## src/rtl/pila_retorno.sv

```systemverilog
// Return-address stack: push stores the return PC, pop exposes the top entry
// combinationally so the PC mux can load it in the same cycle.
module pila_retorno #(
  parameter int WIDTH = 10,
  parameter int DEPTH = 8
) (
  input  logic                       clk,
  input  logic                       reset,
  input  logic                       push,
  input  logic                       pop,
  input  logic [WIDTH-1:0]           d_in,
  output logic [WIDTH-1:0]           d_out,
  output logic [$clog2(DEPTH+1)-1:0] count,
  output logic                       empty,
  output logic                       full,
  output logic                       overflow,
  output logic                       underflow
);

  localparam int CW = $clog2(DEPTH+1);
  localparam int AW = $clog2(DEPTH);

  logic [WIDTH-1:0] r_mem [DEPTH];
  logic [CW-1:0]    r_count;
  logic             r_overflow;
  logic             r_underflow;

  logic [CW-1:0]    w_count_m1;
  logic [AW-1:0]    w_top_idx;
  logic [AW-1:0]    w_wr_idx;
  logic             w_empty;
  logic             w_full;
  logic             w_do_push;
  logic             w_do_replace;
  logic             w_do_pop;
  logic             w_set_ovf;
  logic             w_set_unf;

  // push/pop are single-cycle strobes with no handshake: each is consumed at
  // the rising edge it is high; a rejected operation only raises a sticky flag.
  assign w_count_m1 = r_count - CW'(1);
  assign w_top_idx  = w_count_m1[AW-1:0];
  assign w_wr_idx   = r_count[AW-1:0];
  assign w_empty    = (r_count == '0);
  assign w_full     = (r_count == CW'(DEPTH));

  // Push+pop on an empty stack degenerates to a plain push.
  assign w_do_push    = push && !w_full && (!pop || w_empty);
  assign w_do_replace = push && pop && !w_empty;
  assign w_do_pop     = pop && !push && !w_empty;
  assign w_set_ovf    = push && !pop && w_full;
  assign w_set_unf    = pop && !push && w_empty;

  always_ff @(posedge clk) begin
    if (w_do_push) begin
      r_mem[w_wr_idx] <= d_in;
    end else if (w_do_replace) begin
      r_mem[w_top_idx] <= d_in;
    end
  end

  always_ff @(posedge clk or posedge reset) begin
    if (reset) begin
      r_count     <= '0;
      r_overflow  <= 1'b0;
      r_underflow <= 1'b0;
    end else begin
      if (w_do_push) begin
        r_count <= r_count + CW'(1);
      end else if (w_do_pop) begin
        r_count <= w_count_m1;
      end
      if (w_set_ovf) begin
        r_overflow <= 1'b1;
      end
      if (w_set_unf) begin
        r_underflow <= 1'b1;
      end
    end
  end

  assign d_out     = w_empty ? '0 : r_mem[w_top_idx];
  assign count     = r_count;
  assign empty     = w_empty;
  assign full      = w_full;
  assign overflow  = r_overflow;
  assign underflow = r_underflow;

endmodule

```

## config.mk

```make
export PLATFORM = sky130hd
export DESIGN_NAME = pila_retorno
export DESIGN_NICKNAME = d
export VERILOG_FILES = /design/src/rtl/pila_retorno.sv
export SDC_FILE = /design/constraint.sdc
export NUM_CORES = 1
export LEC_CHECK = 0
export ABC_AREA = 0
export CAP_MARGIN = 5
export CORE_MARGIN = 10
export CORE_UTILIZATION = 50
export CTS_CLUSTER_SIZE = 8
export DETAILED_ROUTE_END_ITERATION = 16
export GPL_ROUTABILITY_DRIVEN = 0
export GPL_TIMING_DRIVEN = 0
export PLACE_DENSITY = 0.71
export SLEW_MARGIN = 0
export SYNTH_ARGS = -nofsm -noshare
export SYNTH_HDL_FRONTEND = slang
export SYNTH_SLANG_ARGS = --single-unit
export TNS_END_PERCENT = 50
```

## constraint.sdc

```tcl
create_clock -name clk -period 6.05 [get_ports clk]
set_clock_uncertainty 0.1 [all_clocks]
set_input_delay 1.21 -clock clk [delete_from_list [all_inputs] [get_ports clk]]
set_output_delay 1.21 -clock clk [all_outputs]
set_load 0.05 [all_outputs]
```

==> impl_metrics.toml <==
[synthesis]
simple_gate_share_of_the_synthesized_area_pct = 7.06
postSynthRegisterBits = 86
synth_area_um2 = 3690
synth_compound_gate_area_share_pct = 6.45
yosys_warnings = 0
yosys.area_share.xor_xnor_pct = 0.475
synth_sequential_area_ratio_pct = 69.2
postSynthNetCount = 236
post_synth_fa_ha_maj_area_fraction_pct = 0.679
share_of_synthesized_area_spent_on_multiplexers_pct = 13.6
synth_top_family_by_area = "multiplexers"
synthesis.area_per_instance_um2 = 16.8
syn-instance-count = 220
netlist-cell-type-count = 43

[sta]
total_negative_setup_slacks_ns = 0
setup_viol_count_final = 0
share_of_the_cycle_needed_by_the_critical_path_after_routing_pct = 75.5
timing.max_slew.rel_slack_pct = 20.0
rsz0062_at_grt = "no"
slew_violations = 0
final-hold-violation-count = 0
post-route-min-period_ns = 4.57
achievable-frequency_mhz = 219
tightest_slew_ns = 1.20

[cells_and_area]
layout_cells_sized_above_1_pct = 18.9
commonest_cells_after_routing_fill_and_taps_aside = "80 x edfxtp_1, 31 x clkdlybuf4s50_1, 22 x o21ai_0"
layout.cells.most_common = "edfxtp_1"
regArea_um2 = 2550
area_growth_pct = 15.9
multiInputGateArea_um2 = 1040
design.final.nets = 278
utilization_pct = 59.3
num_antenna_cells = 0
fill_cells = 585

[global_routing]
grt_use_total_pct = 14.1
antenna_found_initial = 0
grt_pass1_wl_mm = 12.0
number_of_global_route_vias_before_repair = 2116
maximum_number_of_pins_on_one_net_before_global_route_repair = 14
overflow = 0

[placed_design]
count_of_buffers_from_port_buffering = 31
post-dp-hpwl_mm = 4.72

[clock_tree]
clock_sink_count = 86
clk_pin_slew_worst_paths_ns = 0.08
postCtsSetupRepairBufs = 0
tritoncts = "yes"
cts.htree.levels = 3
hold_buffers = 0
cts.root.buffer_cell = "clkbuf_8"
num_cts_buffers = 9
clock_insertion_delay_worst_skew_ns = 0.34
post_cts_resized = 0
clock_tree.buffer_depth = 2

[route]
drtIter0Drc = 120
remaining_drc_errors = 0
detail_route.wl_per_cell_um = 21.2
drtAntennaViolNets = 0
drtPass1Iterations = 4
route.final.wire_length_mm = 7.71
vias_per_cell = 5.71
route.vias.total = 2080

[setup_path]
worst_setup_path_end_kind = "output pin"
crit_path_max_fanout = 10
cp.arrival_ns = 3.26
worst-r2r-setup-slack_ns = 2.96
critical_path.startpoint_type = "flip-flop"
worst-endpoint-required_ns = 4.74
critical_path_class = "reg -> out"

[run]
maxCapViolations = 0

[floorplanning]
die_h_um = 106
die_width_um = 106
design.die.area_um2 = 11200
core_area_um2 = 7210
floorplan.initialDensity_pct = 51.1
floorplan.rows = 31
design.portCount = 32

[run_status]
status = "finished, final reports clean"

[min_path]
hold_path_class = "reg -> reg"
sequential cells by signal, indices dropped and copies added (netlist names):
signal and cells:
underflow 1, r_mem 80, count 4, overflow 1
per-stage QoR:
step	setup slack, ns	hold slack, ns	instances	cell area (um^2)
global placement	1.85	0.339	350	4120
finish	1.48	0.355	364	4280
detailed placement	1.86	0.344	350	4120
floorplan	2.54	0.664	220	3690
CTS	1.48	0.361	364	4280
global route	1.36	0.374	364	4280
routing by layer:
layer | GRT usage (%) | routed length, um | part of all wire, % | up-vias
li1 | - | - | - | 950
met1 | 19.0 | 3340 | 43 | 1049
met2 | 22.2 | 3760 | 49 | 73
met3 | 2.68 | 504 | 6.5 | 8
met4 | 5.51 | 110 | 1.4 | 0
met5 | 0 | 0 | 0 | -
cell usage after synthesis:
cell type | number | share of area [%]
xnor2_1 | 1 | 0.24
o211ai_1 | 1 | 0.20
nor3b_1 | 2 | 0.41
nor2b_2 | 1 | 0.24
nand2_1 | 16 | 1.6
a21oi_1 | 4 | 0.54
nor4bb_1 | 1 | 0.27
clkbuf_1 | 2 | 0.20
nand2b_1 | 2 | 0.34
inv_1 | 4 | 0.41
o21ai_1 | 3 | 0.41
mux2_4 | 1 | 0.41
buf_6 | 1 | 0.31
o211a_1 | 1 | 0.27
o21ai_0 | 22 | 3.0
xor2_1 | 1 | 0.24
mux4_2 | 20 | 12
mux2i_1 | 1 | 0.27
o311a_1 | 1 | 0.27
and2_1 | 4 | 0.68
nand4_1 | 1 | 0.17
a31o_2 | 1 | 0.24
dfrtp_1 | 6 | 4.1
a311o_1 | 1 | 0.27
o22ai_1 | 1 | 0.17
mux2i_2 | 1 | 0.37
and4b_1 | 1 | 0.27
buf_2 | 9 | 1.2
nor2b_1 | 4 | 0.68
a221oi_1 | 1 | 0.24
nor3b_4 | 1 | 0.51
mux2_2 | 1 | 0.31
a21o_1 | 2 | 0.41
ha_1 | 2 | 0.68
edfxtp_1 | 80 | 65
nor3_1 | 1 | 0.14
buf_4 | 2 | 0.41
nor4_1 | 2 | 0.34
and2b_1 | 1 | 0.20
nor2_1 | 9 | 0.92
o21a_1 | 1 | 0.20
nand3_1 | 2 | 0.27
a2111oi_0 | 1 | 0.24
final cells by class:
class                           instances  area share [%]
Multi-Input combinational cell        116            24.3
Clock buffer                           10            2.99
Clock inverter                          4           0.615
Buffer                                 14            1.84
Inverter                                4           0.351
Sequential cell                        86            59.7
Timing Repair Buffer                   31            7.26
Tap cell                               99            2.90
cell families (layout without fill, tap and decap cells):
logic type	Yosys count	count (layout)
AOI/OAI and AO/OA	40	40
muxes	24	24
adders and majority gates	2	2
and+or+nand+nor	48	48
DFF	86	86
xor gates and xnor gates	2	2
buffers and inverters	18	63
worst max-delay path: stages, from the launching register on:
cell and delay [ns]:
dfrtp_1 0.53, inv_1 0.14, ha_1 0.25, buf_2 0.20, nor2_1 0.64, o21ai_0 0.21, nand2_1 0.14, clkdlybuf4s50_1 0.81
final timing paths:
path | startpoint | to | cells after the start
max | count[1] | d_out[3] | 7
min | overflow | overflow | 1
max reg2reg | count[1] | r_mem[0][3] | 6
min reg2reg | overflow | overflow | 1
max in group asynchronous | reset | overflow | 2
min in group asynchronous | reset | underflow | 2
Power is not shown: default switching activity piles up to over one toggle a cycle in this logic, so the estimate is an artifact.
==> variant 1 (config.mk and constraints unchanged) <==
Put one more register stage on the output `count`, with the module's reset. The value now appears one clock later. The other outputs are not delayed to match.
--- a/src/rtl/pila_retorno.sv
+++ b/src/rtl/pila_retorno.sv
@@ -80,7 +80,13 @@
   end
 
   assign d_out     = w_empty ? '0 : r_mem[w_top_idx];
-  assign count     = r_count;
+  always_ff @(posedge clk or posedge reset) begin
+    if (reset) begin
+      count <= '0;
+    end else begin
+      count <= r_count;
+    end
+  end
   assign empty     = w_empty;
   assign full      = w_full;
   assign overflow  = r_overflow;
Formal check against the unedited RTL: not equivalent (Yosys sat finds a counterexample within 4 cycles, from zero or initial values and one cycle with reset high).
==> variant 1 against the original RTL <==
  * Final cell count increased by 1.6%
  * Synthesized area is 3.0% higher
  * Critical path depth up 2
  * Sequential cell count increased by 4
  * Final area up 6.5%
  * Via count increased by 2.4%
  * Routed wire length is 2.3% lower
  * Worst setup slack got worse by 40 ps
  * Highest routed layer unchanged
==> variant 1: results (changes against the original RTL) <==
[status]
status=finished, final reports clean  ; unchanged

[place]
dp_hpwl_um=4820  ; was 4720 um
io_buffer_count=30  ; was 31
post-place-ws_ps=1790  ; was 1860 ps
dpl_cell_area_sq_mm=0.00434  ; was 0.00412 sq mm
dp_cells=354  ; was 350

[worst_setup_path]
cp.arrival_ps=3300  ; was 3260 ps
cpMaxStageDelayCell=clkdlybuf4s50_1  ; unchanged
path_max_fanout=10  ; unchanged

[cells_and_area]
reg_top3=r_mem (80), count (4), r_count (4)
antenna_cells=0  ; unchanged
finalNetCount=282  ; was 278
drive_gt1_share_pct=25.1  ; was 18.9%

[yosys]
synth_nets=234  ; was 236
synthTopCellsByCount=80 x edfxtp_1, 23 x o21ai_0, 16 x mux4_2, 14 x nand2_1, 10 x dfrtp_1  ; was 80 x edfxtp_1, 22 x o21ai_0, 20 x mux4_2, 16 x nand2_1
synth_cell_types=42  ; was 43
ys_top_cells_by_area=edfxtp_1 63%, mux4_2 9.5%, dfrtp_1 6.6%  ; was edfxtp_1 65%, mux4_2 12%, dfrtp_1 4.1%
async_flop_share_pct=11.1  ; was 6.98%
synth_area_per_cell_sq_um=17.4  ; was 16.8 sq um
synth_seq_area_share_pct=69.8  ; was 69.2%

[power_and_ir_drop]
total_power_mw=2.61
comb-power_mw=1.35
cellLeakagePower_nw=1.55
switching_power_mw=1.08
p_clk_mw=0.434
ir_worst_vdd_mv=0.226

[cts]
cts-buffers-inserted=9  ; unchanged
cts-root-buf=clkbuf_8  ; unchanged
clk_pin_slew_ps=90
cts_setup_buffers=0  ; unchanged
clk_latency_ps=340  ; about the same
clock_path_buffers=2  ; unchanged
cts_repair_resize_count=0  ; unchanged

[grt]
grt_pass1_vias=2148  ; was 2116
grt_max_degree=16  ; was 14
grt_first_pass_wirelength_um=12100  ; was 12000 um
met3_usage_pct=2.63  ; was 2.68%
use_met1_pct=17.9  ; was 19.0%
track_usage_pct=14.0  ; was 14.1%
grt.met2_usage_pct=22.8  ; was 22.2%

[hold_path]
hold_path_class=flip-flop to flip-flop  ; unchanged

[route]
via_per_inst=5.75  ; was 5.71
drt_pass1_iterations=4  ; unchanged
vias=2129  ; was 2080
wire_per_inst_um=20.4  ; was 21.2 um
drtIter0Drc=120  ; unchanged

[timing]
slew_headroom_pct=36.0  ; was 20.0%

-- variant 1: worst max-delay path, delay by kind of cell (launching register included) --
kind	cells	cell delay [ps]
flops	1	390
compound gates	1	230
fa+ha+maj	1	210
simple gates	2	680
buf+inv	5	1440
-- variant 1: per-layer routing --
metal	part of all wire [%]	vias to the layer above	routed length (um)
li1	-	966	-
met1	43	1082	3270
met2	49	73	3700
met3	5.8	8	438
met4	1.7	0	130
met5	0	-	0
-- variant 1: logic make-up after synthesis --
| logic type | count (synthesis) | synth area share, % |
|---|---|---|
| xor+xnor | 2 | 0.461 |
| flops | 90 | 69.8 |
| fa+ha+maj | 2 | 0.659 |
| buf+inv | 18 | 3.13 |
| compound gates | 43 | 7.02 |
| simple gates | 41 | 6.09 |
| mux | 22 | 12.8 |
-- variant 1: final timing paths --
path | from | endpoint | slack [ps] | depth (start not counted)
max | r_count[0]$_DFFE_PP0P_ | d_out[0] | 1440 | 9
min | r_count[3]$_DFFE_PP0P_ | count[3]$_DFF_PP0_ | 280 | 0
max reg2reg | r_count[0]$_DFFE_PP0P_ | r_mem[2][9]$_DFFE_PP_ | 2960 | 8
min reg2reg | r_count[3]$_DFFE_PP0P_ | count[3]$_DFF_PP0_ | 280 | 0
max in group asynchronous | reset | underflow$_DFFE_PP0P_ | 4540 | 2
min in group asynchronous | reset | count[1]$_DFF_PP0_ | 1030 | 2
-- variant 1: final cells by class --
| class | instances | area [sq um] |
|---|---|---|
| repair buffers | 37 | 375 |
| clock buffers | 9 | 124 |
| multi-input cells | 110 | 1070 |
| inverters | 3 | 11.3 |
| flip-flops and latches | 90 | 2650 |
| well taps | 99 | 124 |
| fillers | 535 | 2780 |
| plain buffers | 15 | 108 |
| clock inverters | 7 | 91.3 |
==> variant 2 (same flow settings) <==
Without the edit above. The parameter `DEPTH` goes from 8 to 32.
--- a/src/rtl/pila_retorno.sv
+++ b/src/rtl/pila_retorno.sv
@@ -2,7 +2,7 @@
 // combinationally so the PC mux can load it in the same cycle.
 module pila_retorno #(
   parameter int WIDTH = 10,
-  parameter int DEPTH = 8
+  parameter int DEPTH = 32
 ) (
   input  logic                       clk,
   input  logic                       reset,
Interface: changed (resized count); port bits go from 32 to 34. The function was not compared with the original's and may differ.
==> variant 2 against the original RTL <==
  * Critical path depth grew 5
  * Sequential cell count is 242 higher
  * Routed wire length rose to 4.1 times the old value
  * Final area rose to 3.6 times the old value
  * Global-route usage rose by 4.4 points
  * Final cell count grew to 3.2 times the old value
  * Synthesized area grew to 3.6 times the old value
  * Worst setup slack lost 1400 ps
  * Critical path type unchanged
Power is not shown: default switching activity piles up to over one toggle a cycle in this logic, so the estimate is an artifact.
==> variant 2: results (changes against the original RTL) <==
[yosys]
synthTopCellsByCount=320 x edfxtp_1, 59 x nor2_1, 56 x mux4_2, 39 x and2_1, 38 x a2111oi_0  ; was 80 x edfxtp_1, 22 x o21ai_0, 20 x mux4_2, 16 x nand2_1
ys_top_cells_by_area=edfxtp_1 72%, mux4_2 9.4%, a2111oi_0 2.5%  ; was edfxtp_1 65%, mux4_2 12%, dfrtp_1 4.1%
synthCells=746  ; was 220
synth_nets=763  ; was 236
synth_edf_count=320  ; was 80
yosys_warnings=0  ; unchanged
async_flop_share_pct=2.44  ; was 6.98%
ys.flop_type=edfxtp_1  ; unchanged
synth_cell_types=52  ; was 43
synth_seq_area_share_pct=73.0  ; was 69.2%

[cts]
cts-root-buf=clkbuf_16  ; was clkbuf_8
clk_pin_slew_ps=50  ; was 80 ps
htreeDepth=2  ; was 3
cts-buffers-inserted=46  ; was 9
clock_path_buffers=3  ; was 2
clk_latency_ps=530  ; was 340 ps

[route]
wire_per_inst_um=26.6  ; was 21.2 um
drtIter0Drc=1079  ; was 120
drt_pass1_iterations=5  ; was 4
via_per_inst=6.40  ; was 5.71

[worst_setup_path]
path_max_fanout=11  ; was 10
rr_endpoint=r_mem[1][9]$_DFFE_PP_  ; was r_mem[0][3]$_DFFE_PP_
cp.arrival_ps=4680  ; was 3260 ps
r2r-start=count[0]$_DFFE_PP0P_  ; was count[1]$_DFFE_PP0P_
worstSetupEndpoint=d_out[5]  ; was d_out[3]
reg2regPathDepth=11  ; was 6
reg2reg_slack_ps=1390  ; was 2960 ps

[grt]
grt_first_pass_wirelength_um=46800  ; was 12000 um
grt_max_degree=33  ; was 14
track_usage_pct=18.5  ; was 14.1%
grt_pass1_vias=7341  ; was 2116

[cells_and_area]
largest_reg_flops=320  ; was 80
drive_gt1_share_pct=17.2  ; was 18.9%
fillers=1919  ; was 585
regMostFlops=r_mem  ; unchanged
finalNetCount=845  ; was 278

[status]
status=finished, final reports clean  ; unchanged

[place]
io_buffer_count=32  ; was 31
dp_hpwl_um=20000  ; was 4720 um
post-place-ws_ps=-374  ; was 1860 ps

[timing]
timing.final.crit_share_pct=99.0  ; was 75.5%
slew_headroom_pct=11.8  ; was 20.0%

[hold_path]
hold_path_class=flip-flop to flip-flop  ; unchanged

## variant 2: cell type report
type / instances / share of cell area (%)
clock inverter: 1 / 0.105
tap: 335 / 2.71
inverter: 6 / 0.162
multi-input combinational: 365 / 21.9
timing repair buffer: 34 / 2.18
buffer: 47 / 1.59
sequential: 328 / 63.5
clock buffer: 63 / 7.86
## variant 2: metal layers
metal  vias up  track usage (%)  wire length (um)
met2       411             28.0             14000
li1       3227                -                 -
met4         0             6.00               980
met5         -                0                 0
met3        79             3.66              3140
met1      3829             26.6             13200
## variant 2: cells by family after synthesis
kind of cell             count (synthesis)  share of synthesized area, %
flip-flops                             328                          73.0
AND/OR/NAND/NOR                        194                          7.58
multiplexers                            83                          12.1
AO/OA/AOI/OAI                           77                          4.52
buffers and inverters                   53                          1.98
XOR/XNOR                                 8                         0.522
adder cells (fa/ha/maj)                  3                         0.279
## variant 2: per-stage QoR
stage | utilization [%] | TNS, ps | instance area (sq um) | cells
after floorplan | - | 0 | 13400 | 746
after global placement | 53.9 | -3500 | 14200 | 1113
after detailed placement | 53.9 | -3130 | 14200 | 1113
after CTS | 58.7 | 0 | 15400 | 1177
after global routing | 58.8 | 0 | 15500 | 1179
final | 58.8 | 0 | 15500 | 1179
## variant 2: critical path, cell delays in order, from the launching register on
cell and delay [ps]:
dfrtp_1 420, buf_2 200, inv_2 190, buf_2 380
ha_1 450, inv_4 170, buf_6 210, buf_2 210
buf_2 210, a2111oi_0 610, nor4_1 160, or4_1 490
dlygate4sd2_1 460
## variant 2: how the worst min path moves through the flow
stage / startpoint / to / slack [ps] / cells after the start
floorplan: underflow$_DFFE_PP0P_ / underflow$_DFFE_PP0P_ / 660 / 1
global placement: underflow$_DFFE_PP0P_ / underflow$_DFFE_PP0P_ / 340 / 1
detailed placement: underflow$_DFFE_PP0P_ / underflow$_DFFE_PP0P_ / 350 / 1
CTS: underflow$_DFFE_PP0P_ / underflow$_DFFE_PP0P_ / 370 / 1
global route: underflow$_DFFE_PP0P_ / underflow$_DFFE_PP0P_ / 380 / 1
finish: underflow$_DFFE_PP0P_ / underflow$_DFFE_PP0P_ / 360 / 1
## variant 2: timing repair
item                       4_1_cts  5_1_grt
gates cloned                     0        0
pin swaps                        0        0
setup endpoints to repair       10       10
resized for setup               17        5
